**config.mk**
```make
export PLATFORM = sky130hd
export DESIGN_NAME = pipeline_hazard_ctrl
export DESIGN_NICKNAME = d
export VERILOG_FILES = /design/src/rtl/pipeline_hazard_ctrl.sv
export SDC_FILE = /design/constraint.sdc
export NUM_CORES = 1
export LEC_CHECK = 0
export BUFFER_PORTS_ARGS = -buffer_cell sky130_fd_sc_hd__buf_2
export CAP_MARGIN = 20
export CORE_MARGIN = 1
export CORE_UTILIZATION = 48
export CTS_CLUSTER_SIZE = 28
export DETAILED_ROUTE_END_ITERATION = 8
export GPL_TIMING_DRIVEN = 0
export PLACE_DENSITY_LB_ADDON = 0.05
export SKIP_LAST_GASP = 1
export SLEW_MARGIN = 25
export SYNTH_ARGS = -nofsm -noshare
export SYNTH_HDL_FRONTEND = slang
export SYNTH_SLANG_ARGS = --single-unit
```
**constraint.sdc**
```tcl
create_clock -name clk -period 2.2 [get_ports clk]
set_clock_uncertainty 0.2 [all_clocks]
set_input_delay 0.33 -clock clk [delete_from_list [all_inputs] [get_ports clk]]
set_output_delay 0.33 -clock clk [all_outputs]
set_load 0.01 [all_outputs]
```
**src/rtl/pipeline_hazard_ctrl.sv**
```systemverilog
// Stall/flush sequencer for a 5-stage pipeline: memory freezes, load-use bubbles, EX redirects
// (a redirect seen during a freeze is held and replayed), plus saturating perf counters.
module pipeline_hazard_ctrl #(
    parameter int CNT_W = 32
) (
    input  logic             clk,
    input  logic             rst,
    input  logic             imem_stall,
    input  logic             dmem_stall,
    input  logic             load_use,
    input  logic             redirect_valid,
    input  logic [31:0]      redirect_target,
    input  logic             counter_clr,
    output logic             load_pc,
    output logic             load_ifid,
    output logic             load_idex,
    output logic             load_exmem,
    output logic             load_memwb,
    output logic             flush_ifid,
    output logic             flush_idex,
    output logic             pc_redirect,
    output logic [31:0]      pc_redirect_target,
    output logic [CNT_W-1:0] stall_cnt,
    output logic [CNT_W-1:0] bubble_cnt,
    output logic [CNT_W-1:0] flush_cnt
);

    typedef enum logic {
        RUN     = 1'b0,
        PENDING = 1'b1
    } state_t;

    state_t      state_q, state_d;
    logic [31:0] pend_target_q, pend_target_d;
    logic [2:0]  cnt_inc;
    logic        stall;

    assign stall = imem_stall | dmem_stall;

    always_comb begin
        state_d            = state_q;
        pend_target_d      = pend_target_q;
        cnt_inc            = 3'b000;
        load_pc            = 1'b0;
        load_ifid          = 1'b0;
        load_idex          = 1'b0;
        load_exmem         = 1'b0;
        load_memwb         = 1'b0;
        flush_ifid         = 1'b0;
        flush_idex         = 1'b0;
        pc_redirect        = 1'b0;
        pc_redirect_target = 32'h0;

        if (rst) begin
            if (stall) begin
                cnt_inc[0] = 1'b1;
                // Only the first redirect of a freeze is captured; later ones are younger.
                if (state_q == RUN && redirect_valid) begin
                    pend_target_d = redirect_target;
                    state_d       = PENDING;
                end
            end else if (state_q == PENDING || redirect_valid) begin
                pc_redirect        = 1'b1;
                pc_redirect_target = (state_q == PENDING) ? pend_target_q : redirect_target;
                load_pc            = 1'b1;
                load_ifid          = 1'b1;
                load_idex          = 1'b1;
                load_exmem         = 1'b1;
                load_memwb         = 1'b1;
                flush_ifid         = 1'b1;
                flush_idex         = 1'b1;
                state_d            = RUN;
                cnt_inc[2]         = 1'b1;
            end else if (load_use) begin
                load_idex  = 1'b1;
                flush_idex = 1'b1;
                load_exmem = 1'b1;
                load_memwb = 1'b1;
                cnt_inc[1] = 1'b1;
            end else begin
                load_pc    = 1'b1;
                load_ifid  = 1'b1;
                load_idex  = 1'b1;
                load_exmem = 1'b1;
                load_memwb = 1'b1;
            end
        end
    end

    always_ff @(posedge clk) begin
        if (!rst) begin
            state_q       <= RUN;
            pend_target_q <= 32'h0;
        end else begin
            state_q       <= state_d;
            pend_target_q <= pend_target_d;
        end
    end

    // Counter order: 0 = stall, 1 = bubble, 2 = flush.
    logic [CNT_W-1:0] cnt_q [3];
    logic [CNT_W-1:0] cnt_d [3];

    generate
        for (genvar gi = 0; gi < 3; gi++) begin : g_cnt
            always_comb begin
                cnt_d[gi] = cnt_q[gi];
                if (counter_clr)
                    cnt_d[gi] = '0;
                else if (cnt_inc[gi] && (cnt_q[gi] != {CNT_W{1'b1}}))
                    cnt_d[gi] = cnt_q[gi] + CNT_W'(1);
            end

            always_ff @(posedge clk) begin
                if (!rst)
                    cnt_q[gi] <= '0;
                else
                    cnt_q[gi] <= cnt_d[gi];
            end
        end
    endgenerate

    assign stall_cnt  = cnt_q[0];
    assign bubble_cnt = cnt_q[1];
    assign flush_cnt  = cnt_q[2];

endmodule
```
; ---- Yosys cells after proc, flatten, opt, wreduce, memory -nomap -nowiden
; Memories as Yosys holds them, arrays and structs flattened.
; Cells that the tools add are included.
[op_classes]
addsub = 3
eq_ne = 4
n_mux = 35
bitwise = 5
n_reduce_logical = 8
[op_table]
columns = op, count
row1 = $mux 32, 13
row2 = $add 32x1->32 const B, 3
row3 = $ne 32x32->1 const B, 3
row4 = $mux 1, 20
row5 = $logic_and 1x1->1, 4
row6 = $or 1x1->1, 4
row7 = $reduce_and 2->1, 2
row8 = $mux 3, 1
row9 = $mux 2, 1
row10 = $ne 2x1->1 const B, 1
row11 = $reduce_bool 2->1, 1
row12 = $logic_or 1x1->1, 1
row13 = $not 1->1, 1
[word_totals]
ff_bits = 33
mem_bits_rw = 96
input_bits = 39
output_inout_bits = 136
wordCells = 58
n_memories = 1
[mem_list]
columns = memory, depth, width, rd, rd_ports_with_merged_regs, write_ports, line
row1 = cnt_q, 3, 32, 3, 0, 3, 101  ; logic [CNT_W-1:0] cnt_q [3];

; ---- Logic depth before layout (Yosys ltp)
; Gate-level depths: netlist of run 1.
[depth]
depth_word = 8
ltp_mapped = 8
ltp_nobuf = 7

; ---- Least setup slack after synthesis of run 1
; OpenSTA, ideal clock, no wires.
[synth_path]
path_kind = flip-flop to flip-flop
startpoint = memory cnt_q[0][12]
endpoint = memory cnt_q[0][29]
setup_time_ns = 0.070
arrival_ns = 2.319
required_ns = 1.930
setup_slack_ns = -0.389
stages_incl_launch_ff = 8
n_path_buf = 2
period_less_slack_ns = 2.589
cell_sequence = dfxtp_1 -> nand3_2 -> or4_4 -> buf_6 -> or3_1 -> buf_2 -> or4_1 -> a21oi_1
[synth_rtl]
columns = item, line
row1 = "start, declared", 101

==> flow_metrics.tcl, run 1 <==
set metrics [dict create \
    drc 0 \
    slew_headroom_pct 56.35 \
    violations "setup timing" \
    ys_async_sr_fraction_pct 0 \
    post-dp-hpwl_um 13890 \
    critical_path.max_fanout 5 \
    netlist_top_cells_count "nand2_1 (157), dfxtp_1 (129), nor2_1 (96), a21oi_1 (89), clkbuf_1 (43)" \
    clockBufferDepth 2 \
    arrival_ns 2.48 \
    status "complete, but fails checks" \
    drt-initial-drc-count 593 \
    synth_cells 897 \
    initial_utilization_pct 48.91 \
    cpPeakStageDelay_ns 0.54 \
    worstHoldStart "counter_clr" \
    ys_ff_latch 129 \
    synth_cell_types 54 \
    routed_wl_um 21720 \
    leakage_uw 0.003932 \
    syn_area_sq_mm 0.006763 \
    fmax_ghz 0.4322 \
    slowest_stage "or4_4" \
    ys_seq_area_share_pct 38.19 \
    slew_viol_final 0 \
    wire_per_inst_um 15.97 \
    core_area_sq_mm 0.01383 \
    maxCapViolCount 0 \
    worst_setup_path_end_kind "register" \
    grt_pass1_vias 6659 \
    regArea_sq_mm 0.002670 \
    num_rows 43 \
    io_pins 175 \
    nets 1207 \
    insertion_delay_ns 0.43 \
    rsz0062_at_grt "true" \
    avgSynthCellArea_sq_um 7.539 \
    crit_family "simple AND/OR/NAND/NOR gates" \
    drt.antenna.violating_nets 0 \
    grt_pass1_wl_um 33030 \
    crit_top_cell "or4_4" \
    tightest_slew_ns 0.6516 \
    drive_gt1_share_pct 34.38 \
    crit_path_cell_trace "nand2_4 -> or4_4 -> a2111o_1 -> buf_6 -> or4_4 -> nand2_2" \
    grt_max_degree 17 \
    nFillCells 1137 \
    ir_worst_vdd_v 0.0005281 \
    startpoint "cnt_q[2][7]" \
    worst-path-buf-inv 1 \
    hold_viol 0 \
    cts.htree.levels 4 \
    vias 7721 \
    die_h_um 120.7 \
    path_clk_slew_ns 0.06 \
    vias_per_cell 5.677 \
    die-area_sq_mm 0.01457 \
    gp_congestion 0.8182 \
    synth_top_area_share_pct 38.19 \
    final.setup.tns_ns -1.241 \
    fin_crit_ns 2.314 \
    worstPathRequired_ns 2.37 \
    die_w_um 120.7 \
    antenna_found_initial 2 \
    critical_path_class "reg2reg" \
    grt_overflow 0 \
    yosys_most_used_dff "dfxtp_1" \
    synth_edf_count 0 \
    whs_ns 0.09448 \
    numCtsBuffers 17 \
    yosys_warnings 0 \
    setup_ws_ns -0.1136 \
    syn_to_final_growth_pct 44.18 \
    hold_class "in2reg" \
    finalSetupViolCount 19 \
    portBuffers 173 \
    yosysTopAreaCell "dfxtp_1" \
    grt_usage_pct 28.57 \
    timing.rr.start "cnt_q[2][7]" \
    finalCritPeriodShare_pct 105.2 \
    multi_input_area_sq_mm 0.004343 \
    start_kind "register" \
    tritoncts "yes" \
    syn-num-nets 939 \
    cts_root_buffer "clkbuf_16" \
    synth_most_common_cell "nand2_1" \
    clock-sinks 129 \
    first_pass_iters 7 \
    yosys-top-cells-area "dfxtp_1 (38%), nand2_1 (8.7%), a21oi_1 (6.6%)" \
    power.density_mw_per_mm2 559.5 \
]
[state kept, by name, indices dropped and copies added, names as in the netlist]
name and cells:
cnt_q 96, state_q 1, pend_target_q 32
[final timing paths]
kind	cells past startpoint	slack [ns]	endpoint
worst max-delay path	6	-0.11	cnt_q[2][31]
worst min-delay path	4	0.09	cnt_q[1][9]
worst min register to register	2	0.26	pend_target_q[11]
worst max register to register	6	-0.11	cnt_q[2][31]
[power by group]
group	switching, uW	internal [uW]
logic	254	169
clock network	1020	1630
registers	20.9	2350
total	1300	4160
[layout by cell type, fill, tap and decap left out, types with 5 or more instances in the layout]
cell             n
buf_2          177
dlygate4sd3_1   32
mux2i_1         10
and4_1          13
or3_4            7
a31o_2           5
nand4_1         28
dfxtp_4         17
dfxtp_1         93
nand3_1         26
nand2_1        154
buf_6           10
nand2b_1         9
clkinv_2         5
a21oi_1         80
or4_1           22
clkbuf_1        25
o21ai_0         26
dfxtp_2         19
a21oi_2          9
or4_4            7
nor3_1           6
nand3_4          5
o31ai_1         17
buf_4           47
nor2_1          91
a21boi_0        32
xor2_1           9
o211ai_1        12
clkbuf_8         9
clkbuf_2        10
and2_1          12
clkbuf_16       17
inv_1            7
or3_1           27
xnor2_1          6
and3_1          10
a31oi_1          5
o21ai_2          8
[worst register-to-register path, cell delays in order, from the launching register on]
cell and delay [ns]:
dfxtp_4 0.37, nand2_4 0.07, or4_4 0.54, a2111o_1 0.44, buf_6 0.16, or4_4 0.41, nand2_2 0.07
[repair_timing]
action,in CTS,in global routing
hold buffers,32,0
pin swaps,31,45
cloned,2,2
buffers inserted,28,16
gates resized for setup,71,118
hold endpoints to repair,32,0
setup endpoints to repair,110,105
[final cells by class]
type                            instances  share of cell area (%)
Tap cell                              180                   2.310
Buffer                                 54                   3.529
Sequential cell                       129                   27.38
Clock inverter                          6                  0.5646
Inverter                                9                  0.3978
Timing Repair Buffer                  253                   16.21
Clock buffer                           26                   5.017
Antenna cell                            2                 0.05133
Multi-Input combinational cell        701                   44.54
[per-layer routing]
| metal | vias up | wire length [um] | track usage [%] |
|---|---|---|---|
| met5 | - | 0 | 0 |
| met4 | 0 | 491 | 11.27 |
| met3 | 49 | 1308 | 6.038 |
| met2 | 280 | 10130 | 44.76 |
| met1 | 3596 | 9786 | 38.24 |
| li1 | 3796 | - | - |
[kinds of logic after synthesis]
family,synth area share (%)
mux,1.480
simple gates,34.12
xor+xnor,2.072
fa+ha+maj,0.5551
compound gates,19.50
buf+inv,4.089
flops,38.19
[per-stage QoR]
| stage | cells | util (%) | area, sq um | worst slack [ns] | power [uW] |
|---|---|---|---|---|---|
| after detailed placement | 1250 | 57.85 | 7999 | -0.7059 | 2788 |
| after global routing | 1360 | 70.52 | 9751 | -0.1610 | 5619 |
| after CTS | 1342 | 67.32 | 9308 | -0.1533 | 5458 |
| after floorplan | 897 | - | 6908 | -0.2374 | 2648 |
| final | 1360 | 70.52 | 9751 | -0.1136 | 5455 |
| after global placement | 1250 | 57.85 | 7999 | -0.7185 | 2785 |
Power figures use the tool's default switching activity.
==> run 2: changes to the inputs <==
--- a/config.mk
+++ b/config.mk
@@ -8,7 +8,7 @@
 export BUFFER_PORTS_ARGS = -buffer_cell sky130_fd_sc_hd__buf_2
 export CAP_MARGIN = 20
 export CORE_MARGIN = 1
-export CORE_UTILIZATION = 48
+export CORE_UTILIZATION = 54
 export CTS_CLUSTER_SIZE = 28
 export DETAILED_ROUTE_END_ITERATION = 8
 export GPL_TIMING_DRIVEN = 0
==> constraint.sdc (replaced) <==
create_clock -name clk -period 2.3 [get_ports clk]
set_clock_uncertainty 0.2 [all_clocks]
set_input_delay 0.345 -clock clk [delete_from_list [all_inputs] [get_ports clk]]
set_output_delay 0.345 -clock clk [all_outputs]
set_load 0.01 [all_outputs]
==> run 2 against run 1 <==
Net effect:
- the flow still finishes with violations (setup timing)
- routed wire length is 1.5% lower
- critical path depth unchanged
- power is 2.0% lower
- clock power hardly changed
- die area is 11% lower
- first-iteration DRC count decreased by 4.2%
- critical path type unchanged
- largest power group unchanged
==> flow_metrics.tcl, run 2 (synthesis gave the netlist of run 1 again) <==
set metrics [dict create \
    status "complete, but fails checks" \
    violations "setup timing" \
    syn_to_final_growth_pct 39.54 \
    maxCapViolCount 0 \
    startpoint "cnt_q[2][13]" \
    num_rows 40 \
    gp_congestion 0.8229 \
    dpl-instance-area_sq_mm 0.007920 \
    drc 0 \
    critical_path_class "reg2reg" \
    io_pins 175 \
    finalCritPeriodShare_pct 106.4 \
    vias_per_cell 5.792 \
    hold_viol 0 \
    slew_headroom_pct 56.02 \
    critical_path.max_fanout 5 \
    drive_gt1_share_pct 32.25 \
    grt_pass1_vias 6925 \
    nets 1195 \
    start_kind "register" \
    cpPeakStageDelay_ns 0.57 \
    placed_cells 1238 \
    final.setup.tns_ns -0.8230 \
    grt_max_degree 17 \
    die-area_sq_mm 0.01298 \
    die_w_um 113.9 \
    place_ws_ns -0.9354 \
    layout_common_cells "buf_2 (183), nand2_1 (155), dfxtp_1 (97)" \
    wire_per_inst_um 16.03 \
    clockBufferDepth 2 \
    portBuffers 173 \
    slew_viol_final 0 \
    cts_root_buffer "clkbuf_16" \
    tritoncts "yes" \
    power.density_mw_per_mm2 566.3 \
    grt_overflow 0 \
    vias 7732 \
    post-dp-hpwl_um 13770 \
    numCtsBuffers 17 \
    die_h_um 113.9 \
    ir_worst_vdd_v 0.0005215 \
    rsz0062_at_grt "true" \
    first_pass_iters 5 \
    top_register "cnt_q" \
    final_cells 1335 \
    fin_crit_ns 2.447 \
    finalSetupViolCount 8 \
    worstHoldStart "redirect_target[25]" \
    fmax_ghz 0.4086 \
    crit_path_cell_trace "inv_1 -> or4_4 -> a2111o_1 -> clkbuf_8 -> or3_4 -> a21oi_2" \
    final_cell_area_sq_mm 0.009437 \
    grt_pass1_wl_um 33670 \
    drt-initial-drc-count 568 \
    path_clk_slew_ns 0.06 \
    antenna_found_initial 1 \
    drt.antenna.violating_nets 0 \
    nFillCells 899 \
    setup_ws_ns -0.1473 \
    arrival_ns 2.61 \
    grt_usage_pct 32.67 \
    initial_utilization_pct 55.84 \
    worst_setup_path_end_kind "register" \
    clock-sinks 129 \
    timing.rr.start "cnt_q[2][13]" \
    tightest_slew_ns 0.6566 \
    core_area_sq_mm 0.01211 \
    power_uw 5344 \
    routed_wl_um 21400 \
    worstPathRequired_ns 2.46 \
    insertion_delay_ns 0.43 \
    hold_class "in2reg" \
    top_regs "cnt_q x96, pend_target_q x32, state_q x1" \
    leakage_uw 0.003776 \
    slowest_stage "or4_4" \
    mostFrequentLayoutCell "buf_2" \
    largest_register_ffs 96 \
    cts.htree.levels 4 \
]
==> run 2: where the power goes <==
part | switching, uW | total (uW) | internal (uW)
clock network | 994 | 2670 | 1680
registers | 20.3 | 2280 | 2260
logic | 241 | 394 | 153
==> run 2: stage by stage <==
step                hold slack [ns]  utilization (%)
floorplan                    0.2435                -
global placement             0.2540            65.39
detailed placement           0.2600            65.39
CTS                        0.001009            75.44
global route                0.03932            77.91
finish                      0.01198            77.91
==> run 2: worst max-delay path: cells and delay by family (launching register included) <==
kind            cells  cell delay, ns
buf+inv             2            0.32
compound gates      2            0.58
flops               1            0.39
simple gates        2            0.89
==> run 2: timing repair <==
item,4_1_cts,5_1_grt
pin swaps,18,32
setup endpoints to repair,104,108
hold endpoints to repair,30,0
gates resized for setup,50,94
hold buffers,30,0
cloned,1,1
setup buffers,27,9
==> run 2: per-layer routing <==
metal | up-vias | wire (um) | share of wire (%) | track usage, %
met4 | 0 | 655 | 3.1 | 13.51
met2 | 301 | 10070 | 47 | 53.82
li1 | 3756 | - | - | -
met3 | 57 | 1317 | 6.2 | 6.429
met5 | - | 0 | 0 | 0
met1 | 3618 | 9354 | 44 | 41.96
==> run 2: layout make-up <==
| class | count | area, sq um | area share [%] |
|---|---|---|---|
| diodes | 1 | 2.502 | 0.02652 |
| inverters | 9 | 36.28 | 0.3845 |
| well taps | 168 | 210.2 | 2.228 |
| clock buffers | 19 | 432.9 | 4.588 |
| clock inverters | 13 | 143.9 | 1.525 |
| flip-flops and latches | 129 | 2653 | 28.11 |
| repair buffers | 240 | 1451 | 15.38 |
| multi-input cells | 701 | 4210 | 44.62 |
| plain buffers | 55 | 296.5 | 3.142 |
==> run 2: path summary, 6_finish.rpt <==
check | to | slack, ns | depth (start not counted)
setup / recovery | cnt_q[2][23] | -0.15 | 6
hold reg to reg | pend_target_q[11] | 0.26 | 2
hold / removal | pend_target_q[25] | 0.01 | 3
setup reg to reg | cnt_q[2][23] | -0.15 | 6
